`src/rtl/mac_enc_if.sv`:
```
// Header/body FIFO read side, per-port TX FIFO write side and drop counter of mac_enc.
// slave is the encoder's view; master is the environment driving the FIFOs.
interface mac_enc_if;
    logic [118:0] h_fifo_dout;
    logic         h_fifo_empty;
    logic         h_fifo_rden;
    logic [7:0]   b_fifo_dout;
    logic         b_fifo_empty;
    logic         b_fifo_del;
    logic         b_fifo_rden;
    logic [3:0]   o_fifo_afull;
    logic [7:0]   o_fifo_din;
    logic [3:0]   o_fifo_wren;
    logic         o_fifo_del;
    logic [15:0]  drop_cnt;

    // Reads are FWFT: a pop (rden) is honoured on the rising edge where it is high,
    // and only when the matching empty flag is low.
    modport slave (
        input  h_fifo_dout, h_fifo_empty, b_fifo_dout, b_fifo_empty, b_fifo_del, o_fifo_afull,
        output h_fifo_rden, b_fifo_rden, o_fifo_din, o_fifo_wren, o_fifo_del, drop_cnt
    );

    modport master (
        output h_fifo_dout, h_fifo_empty, b_fifo_dout, b_fifo_empty, b_fifo_del, o_fifo_afull,
        input  h_fifo_rden, b_fifo_rden, o_fifo_din, o_fifo_wren, o_fifo_del, drop_cnt
    );
endinterface

```
`src/rtl/mac_enc.sv`:
```
// Frame encoder: replays the 14-byte MAC header, then forwards the body (with its
// original FCS) to the masked TX ports; bad or unroutable frames are drained and counted.
module mac_enc (
    input  logic       clk,
    input  logic       arst_n,
    mac_enc_if.slave   bus,
    output logic [2:0] state_o
);
    typedef enum logic [2:0] {
        S_IDLE    = 3'd0,
        S_HEADER  = 3'd1,
        S_PAYLOAD = 3'd2,
        S_DRAIN   = 3'd3,
        S_END     = 3'd4
    } state_t;

    state_t         state_q, state_d;
    logic [111:0]   hdr_q, hdr_d;
    logic [3:0]     eff_q, eff_d;
    logic [3:0]     cnt_q, cnt_d;
    logic           h_rden_q, h_rden_d;
    logic [7:0]     din_q, din_d;
    logic [3:0]     wren_q, wren_d;
    logic           del_q, del_d;
    logic [15:0]    drop_q, drop_d;
    logic           b_rden;

    logic [3:0]     in_eff;
    logic           in_fcs_ok;

    // Never send a frame back out of the port it arrived on.
    assign in_eff    = bus.h_fifo_dout[118:115] & ~(4'b0001 << bus.h_fifo_dout[113:112]);
    assign in_fcs_ok = bus.h_fifo_dout[114];

    always_comb begin
        state_d  = state_q;
        hdr_d    = hdr_q;
        eff_d    = eff_q;
        cnt_d    = cnt_q;
        h_rden_d = 1'b0;
        din_d    = din_q;
        wren_d   = 4'b0000;
        del_d    = 1'b0;
        drop_d   = drop_q;
        b_rden   = 1'b0;
        case (state_q)
            S_IDLE: begin
                if (!bus.h_fifo_empty && ((bus.o_fifo_afull & in_eff) == 4'b0000)) begin
                    // The entry is captured now; the pop lands one cycle later, which is
                    // harmless because the next header is not looked at before S_IDLE.
                    h_rden_d = 1'b1;
                    hdr_d    = bus.h_fifo_dout[111:0];
                    eff_d    = in_eff;
                    cnt_d    = 4'd0;
                    state_d  = (in_fcs_ok && (in_eff != 4'b0000)) ? S_HEADER : S_DRAIN;
                end
            end
            S_HEADER: begin
                din_d  = hdr_q[111:104];
                wren_d = eff_q;
                hdr_d  = {hdr_q[103:0], 8'h00};
                cnt_d  = cnt_q + 4'd1;
                if (cnt_q == 4'd13) begin
                    state_d = S_PAYLOAD;
                end
            end
            S_PAYLOAD: begin
                if (!bus.b_fifo_empty) begin
                    b_rden = 1'b1;
                    din_d  = bus.b_fifo_dout;
                    wren_d = eff_q;
                    del_d  = bus.b_fifo_del;
                    if (bus.b_fifo_del) begin
                        state_d = S_END;
                    end
                end
            end
            S_DRAIN: begin
                if (!bus.b_fifo_empty) begin
                    b_rden = 1'b1;
                    if (bus.b_fifo_del) begin
                        drop_d  = (drop_q == 16'hFFFF) ? drop_q : drop_q + 16'd1;
                        state_d = S_END;
                    end
                end
            end
            S_END: begin
                state_d = S_IDLE;
            end
            default: begin
                state_d = S_END;
            end
        endcase
    end

    always_ff @(posedge clk or negedge arst_n) begin
        if (!arst_n) begin
            state_q  <= S_IDLE;
            hdr_q    <= '0;
            eff_q    <= 4'b0000;
            cnt_q    <= 4'd0;
            h_rden_q <= 1'b0;
            din_q    <= 8'h00;
            wren_q   <= 4'b0000;
            del_q    <= 1'b0;
            drop_q   <= 16'd0;
        end else begin
            state_q  <= state_d;
            hdr_q    <= hdr_d;
            eff_q    <= eff_d;
            cnt_q    <= cnt_d;
            h_rden_q <= h_rden_d;
            din_q    <= din_d;
            wren_q   <= wren_d;
            del_q    <= del_d;
            drop_q   <= drop_d;
        end
    end

    assign bus.h_fifo_rden = h_rden_q;
    assign bus.b_fifo_rden = b_rden;
    assign bus.o_fifo_din  = din_q;
    assign bus.o_fifo_wren = wren_q;
    assign bus.o_fifo_del  = del_q;
    assign bus.drop_cnt    = drop_q;
    assign state_o         = state_q;
endmodule

```
`src/flat_wrapper.sv`:
```
// flat-port wrapper written by rule: the top's interface ports become plain ports
module mac_enc_flat 
  (clk, arst_n, state_o, bus_h_fifo_dout, bus_h_fifo_empty, bus_b_fifo_dout, bus_b_fifo_empty, bus_b_fifo_del, bus_o_fifo_afull, bus_h_fifo_rden, bus_b_fifo_rden, bus_o_fifo_din, bus_o_fifo_wren, bus_o_fifo_del, bus_drop_cnt);
  mac_enc_if bus_i ();
  input  logic clk;
  input  logic arst_n;
  output logic [2:0] state_o;
  input wire logic [$bits(bus_i.h_fifo_dout)-1:0] bus_h_fifo_dout;
  input wire logic [$bits(bus_i.h_fifo_empty)-1:0] bus_h_fifo_empty;
  input wire logic [$bits(bus_i.b_fifo_dout)-1:0] bus_b_fifo_dout;
  input wire logic [$bits(bus_i.b_fifo_empty)-1:0] bus_b_fifo_empty;
  input wire logic [$bits(bus_i.b_fifo_del)-1:0] bus_b_fifo_del;
  input wire logic [$bits(bus_i.o_fifo_afull)-1:0] bus_o_fifo_afull;
  output wire logic [$bits(bus_i.h_fifo_rden)-1:0] bus_h_fifo_rden;
  output wire logic [$bits(bus_i.b_fifo_rden)-1:0] bus_b_fifo_rden;
  output wire logic [$bits(bus_i.o_fifo_din)-1:0] bus_o_fifo_din;
  output wire logic [$bits(bus_i.o_fifo_wren)-1:0] bus_o_fifo_wren;
  output wire logic [$bits(bus_i.o_fifo_del)-1:0] bus_o_fifo_del;
  output wire logic [$bits(bus_i.drop_cnt)-1:0] bus_drop_cnt;
  assign bus_i.h_fifo_dout = bus_h_fifo_dout;
  assign bus_i.h_fifo_empty = bus_h_fifo_empty;
  assign bus_i.b_fifo_dout = bus_b_fifo_dout;
  assign bus_i.b_fifo_empty = bus_b_fifo_empty;
  assign bus_i.b_fifo_del = bus_b_fifo_del;
  assign bus_i.o_fifo_afull = bus_o_fifo_afull;
  assign bus_h_fifo_rden = bus_i.h_fifo_rden;
  assign bus_b_fifo_rden = bus_i.b_fifo_rden;
  assign bus_o_fifo_din = bus_i.o_fifo_din;
  assign bus_o_fifo_wren = bus_i.o_fifo_wren;
  assign bus_o_fifo_del = bus_i.o_fifo_del;
  assign bus_drop_cnt = bus_i.drop_cnt;
  mac_enc u_core (.clk(clk), .arst_n(arst_n), .bus(bus_i), .state_o(state_o));
endmodule
```
`config.mk`:
```
export PLATFORM = sky130hd
export DESIGN_NAME = mac_enc_flat
export DESIGN_NICKNAME = d
export VERILOG_FILES = /design/src/rtl/mac_enc_if.sv /design/src/rtl/mac_enc.sv /design/src/flat_wrapper.sv
export SDC_FILE = /design/constraint.sdc
export NUM_CORES = 1
export LEC_CHECK = 0
export ABC_AREA = 1
export BUFFER_PORTS_ARGS = -buffer_cell sky130_fd_sc_hd__clkbuf_2
export CAP_MARGIN = 0
export CORE_MARGIN = 1.5
export CORE_UTILIZATION = 55
export DETAILED_ROUTE_END_ITERATION = 10
export GPL_ROUTABILITY_DRIVEN = 0
export PLACE_DENSITY = 0.81
export SLEW_MARGIN = 20
export SYNTH_ARGS = -nofsm -noshare
export SYNTH_HDL_FRONTEND = slang
export SYNTH_SLANG_ARGS = --single-unit
```
`constraint.sdc`:
```
create_clock -name clk -period 2 [get_ports clk]
set_clock_uncertainty 0.15 [all_clocks]
set_input_delay 0.5 -clock clk [delete_from_list [all_inputs] [get_ports clk]]
set_output_delay 0.5 -clock clk [all_outputs]
set_load 0.05 [all_outputs]
```
Yosys cells after proc, flatten, opt, wreduce, memory -nomap -nowiden
Index checks and enable logic that the tools add are counted.
- flip-flop bits (word level): 153
- word-level logic and storage cells: 62
- output and inout port bits: 34
- input bits: 136
- equality and inequality tests: 11
- muxes and demuxes: 20
- reduce and logical (&&, ||, !) cells: 14
- add/sub/neg operators: 2
- bitwise operators: 5
- shifts and indexed selects: 1
- operators with widths (operator ; count):
    $pmux W112 S2 ; 1
    $mux W112 ; 1
    $add A16 B1 Y16 const B ; 1
    $eq A16 B16 Y1 const B ; 1
    $pmux W4 S2 ; 2
    $pmux W8 S2 ; 1
    $mux W3 ; 4
    $pmux W3 S4 ; 1
    $and A4 B4 Y4 ; 2
    $mux W4 ; 2
    $mux W8 ; 1
    $reduce_and A4 Y1 ; 2
    $eq A3 B2 Y1 const B ; 2
    $mux W1 ; 6
    $ne A2 B1 Y1 const B ; 3
    $reduce_and A2 Y1 ; 3
    $add A4 B1 Y4 const B ; 1
    $eq A4 B4 Y1 const B ; 1
    $logic_not A4 Y1 ; 1
    $ne A2 B2 Y1 const B ; 2
    $not A4 Y4 ; 1
    $reduce_bool A2 Y1 ; 2
    $reduce_bool A4 Y1 ; 1
    $shl A1 B2 Y4 const A ; 1
    other kinds (8) ; 10

Logic depth before layout (Yosys ltp)
- depth after elaboration: 8
- gate-level depth with buffers: 11
- gate-level depth less buffers: 10

Worst setup path after synthesis
No wires, ideal clock.
- path kind: reg-to-output
- from: register u_core.state_q[1] (netlist: u_core.state_o[1])
- to: output bus_b_fifo_rden
- path buffers: 0
- required time: 1.350 ns
- arrival time: 1.545 ns
- path slack: -0.195 ns
- stages on the path, launching flop included: 5
- path through: dfrtp_1 -> inv_1 -> nor2_1 -> inv_1 -> nor2_1
- cells in the longest elaborated chain, start to end: 3
- elaborated cells between the ends (all ways): 4
- those cells by class: 2 x eq/ne; 1 x mux; 1 x reduce/logical
- RTL lines (item ; RTL line ; RTL):
    from (decl) ; mac_enc.sv:17 ; state_t state_q, state_d;
    from (signal assigned) ; mac_enc.sv:108 ; state_q <= state_d;
    $eq A3 B2 Y1 ; mac_enc.sv:46 ; case (state_q)
    $reduce_or A2 Y1 (no line) * ; - ;
    $mux W1 * ; - ;
    to (decl) ; flat_wrapper.sv:15 ; output wire logic [$bits(bus_i.b_fifo_rden)-1:0] bus_b_fifo_rden;
Mark *: on every way between the ends. The rest lies on a longest branch, timed or not.

Worst setup path in the final report
Ends and elaborated chain as after synthesis.

==> run_results.csv <==
group,metric,value,unit
clock_tree,cts_tree,"done",
global_routing,overflow,0,
worst_setup_path,setup.worst_path.end_class,"output pin",
worst_setup_path,worst-path-max-fanout,4,
placement,dp_hpwl,12800,um
floorplanning,initial_core_util,56.0,%
worst_setup_path,criticalPathCategory,"reg2out",
worst_setup_path,worstPathRequired,1.35,ns
worst_setup_path,crit_path_top_delay_cell,"dfrtp_1",
sta,rsz0062_at_grt,"yes",
layout,final_util,69.8,%
clock_tree,htreeDepth,4,
routing,via_count,7316,
routing,vias_per_cell,5.12,
global_routing,grt_pass1_vias,6831,
worst_setup_path,r2r.worst_path.cells,9,
global_routing,grt_max_degree,66,
worst_setup_path,startpoint_type,"flip-flop",
sta,min_period,1.97,ns
routing,drc,0,
clock_tree,clockRootBuffer,"clkbuf_16",
global_routing,grt_pass1_wl,31500,um
routing,route.final.wire_length,19100,um
clock_tree,cts.path.max_buffers,2,
power_and_ir_drop,vdd_ir_drop_max,0.000708,V
layout,nNetsFinal,1376,
sta,period_share,98.7,%
sta,hold_ws,0.126,ns
synth,avgSynthCellArea,7.20,um2
layout,layout-drive-gt1-share,20.2,%
floorplanning,die_h,122,um
global_routing,top_usage_layer,"met2",
layout,final_cell_mix,"nand2_1 (591), clkbuf_2 (166), dfrtp_1 (151), nand3_1 (122), inv_1 (32)",
layout,design_area,9660,um2
clock_tree,clock-sinks,153,
synth,yosysWarnings,0,
synth,yosys.area.top_type,"dfrtp_1",
synth,netlist_area,7740,um2
routing,first_pass_iters,5,
synth,ys_seq_area_share,49.4,%
clock_tree,cts_made_buffers,17,
sta,hold_viol_final,0,
floorplanning,pin_count,170,
floorplanning,core_area,13800,um2
layout,final_common_cell,"nand2_1",
layout,antenna_cells,0,
floorplanning,die_w,122,um
power_and_ir_drop,leakagePower,0.00546,uW
placement,portBuffers,169,
layout,synthToLayoutAreaGrowth,24.7,%
synth,synth_area_leaders,"dfrtp_1 (49%), nand2_1 (29%), nand3_1 (7.9%)",
status,status,"finished, final reports clean",
synth,synth.top_cell.area_share,49.4,%
run,cap_violations,0,
sta,timing.final.ws_setup,0.0254,ns
global_routing,met1_usage,35.6,%
sta,finalSetupViolCount,0,
clock_tree,clk_latency,0.42,ns
clock_tree,path_clk_slew,0.06,ns
synth,ys_ff_latch,153,
sta,drv_slew,0,
worst_hold_path,hold_depth,3,
worst_hold_path,hold_path_class,"in2reg",
sta,fin_setup_tns,0,ns
global_routing,grtUsageMet3,5.24,%
synth,synth_nets,1215,
placement,place_area,8890,um2
routing,first_iter_violations,543,
power_and_ir_drop,power_density,1560,nW/um2
synth,synth_cell_types,30,
sta,worst_pin_slew,0.469,ns
worst_setup_path,path_cells,"inv_2 -> nor2_4 -> inv_2 -> nor2_4 -> buf_8",
sta,max_freq,0.506,GHz
worst_setup_path,cp_slowest_stage_delay,0.41,ns
routing,wl_per_cell,13.3,um
floorplanning,rows,43,
placement,pre_cts_ws,0.0227,ns
floorplanning,die_area,14800,um2
synth,synthCells,1076,
global_routing,grt_use_met2,44.8,%
global_routing,grt_usage,26.8,%
global_routing,antenna_found_initial,0,
routing,antenna_left,0,
sta,slew_headroom,68.7,%
worst_setup_path,cp_data_arrival_time,1.32,ns
==> Yosys cell counts, drive strengths merged <==
master	n
inv	38
a31oi	8
nand2	594
nand3	123
a21oi	4
xor2	3
buf	56
xnor2	10
nor3	2
clkinv	1
or2	1
nor2	35
nand3b	1
clkbuf	7
nand4	3
o21ai	32
o22ai	1
dfrtp	153
nor4	1
ha	3
==> critical path: cells and delay by family, from the launching register on <==
family	cells	cell delay, ns
buf+inv	3	0.28
simple gates	2	0.22
flops	1	0.41
==> sequential cells by signal (all words and copies together), names as in the netlist <==
name,count
u_core.hdr_q,112
u_core.bus.drop_cnt,16
u_core.bus.o_fifo_din,8
u_core.bus.o_fifo_wren,4
u_core.cnt_q,4
u_core.eff_q,4
u_core.state_o,3
u_core.bus.h_fifo_rden,1
u_core.bus.o_fifo_del,1
==> cell families after synthesis <==
family	Yosys count	synth area share, %
and+or+nand+nor	760	39.5
AOI/OAI and AO/OA	45	3.20
buffers and inverters	102	5.95
xor gates and xnor gates	13	1.47
DFF	153	49.4
adders and majority gates	3	0.485
==> layout make-up <==
class	count	area, um2
clock buffer	18	429
fill	1151	4170
sequential	153	3830
tap	180	225
timing repair buffer	205	1260
inverter	39	154
multi-input combinational	821	3480
clock inverter	14	272
==> repair_timing <==
item / 4_1_cts / 5_1_grt
endpoints found under the setup margin: 1 / 13
pin swaps: 0 / 1
gates resized for setup: 4 / 6
setup buffers: 2 / 2
endpoints found under the hold margin: 41 / 0
hold buffers: 1 / 0
==> worst paths after layout <==
check | from | endpoint | slack (ns)
worst max register to register | u_core.state_o[2]$_DFFE_PN0P_ | u_core.hdr_q[53]$_DFFE_PN0P_ | 0.09
worst min register to register | u_core.eff_q[0]$_DFFE_PN0P_ | u_core.eff_q[0]$_DFFE_PN0P_ | 0.34
worst max-delay path | u_core.state_o[1]$_DFFE_PN0P_ | bus_b_fifo_rden | 0.03
min in group asynchronous | arst_n | u_core.hdr_q[105]$_DFFE_PN0P_ | 0.44
max in group asynchronous | arst_n | u_core.hdr_q[73]$_DFFE_PN0P_ | 0.72
worst min-delay path | bus_h_fifo_dout[5] | u_core.hdr_q[5]$_DFFE_PN0P_ | 0.13
==> stage by stage <==
| stage | std cells | total power [uW] |
|---|---|---|
| 3_5_place_dp | 1393 | 11100 |
| 4_1_cts | 1428 | 15000 |
| 5_1_grt | 1430 | 16200 |
| 6_report | 1430 | 15100 |
| 2_1_floorplan | 1076 | 9540 |
| 3_3_place_gp | 1393 | 10900 |
==> routing by layer <==
metal / wire, um / up-vias / part of all wire (%)
li1: - / 3677 / -
met1: 8360 / 3370 / 44
met2: 9320 / 245 / 49
met3: 1130 / 24 / 5.9
met4: 262 / 0 / 1.4
met5: 0 / - / 0
==> power by group <==
part	internal, uW	switching, uW
sequential	4470	778
clock	2480	1310
combinational	2060	3960
total	9010	6050
No activity file was read; power rests on OpenSTA's default activity.
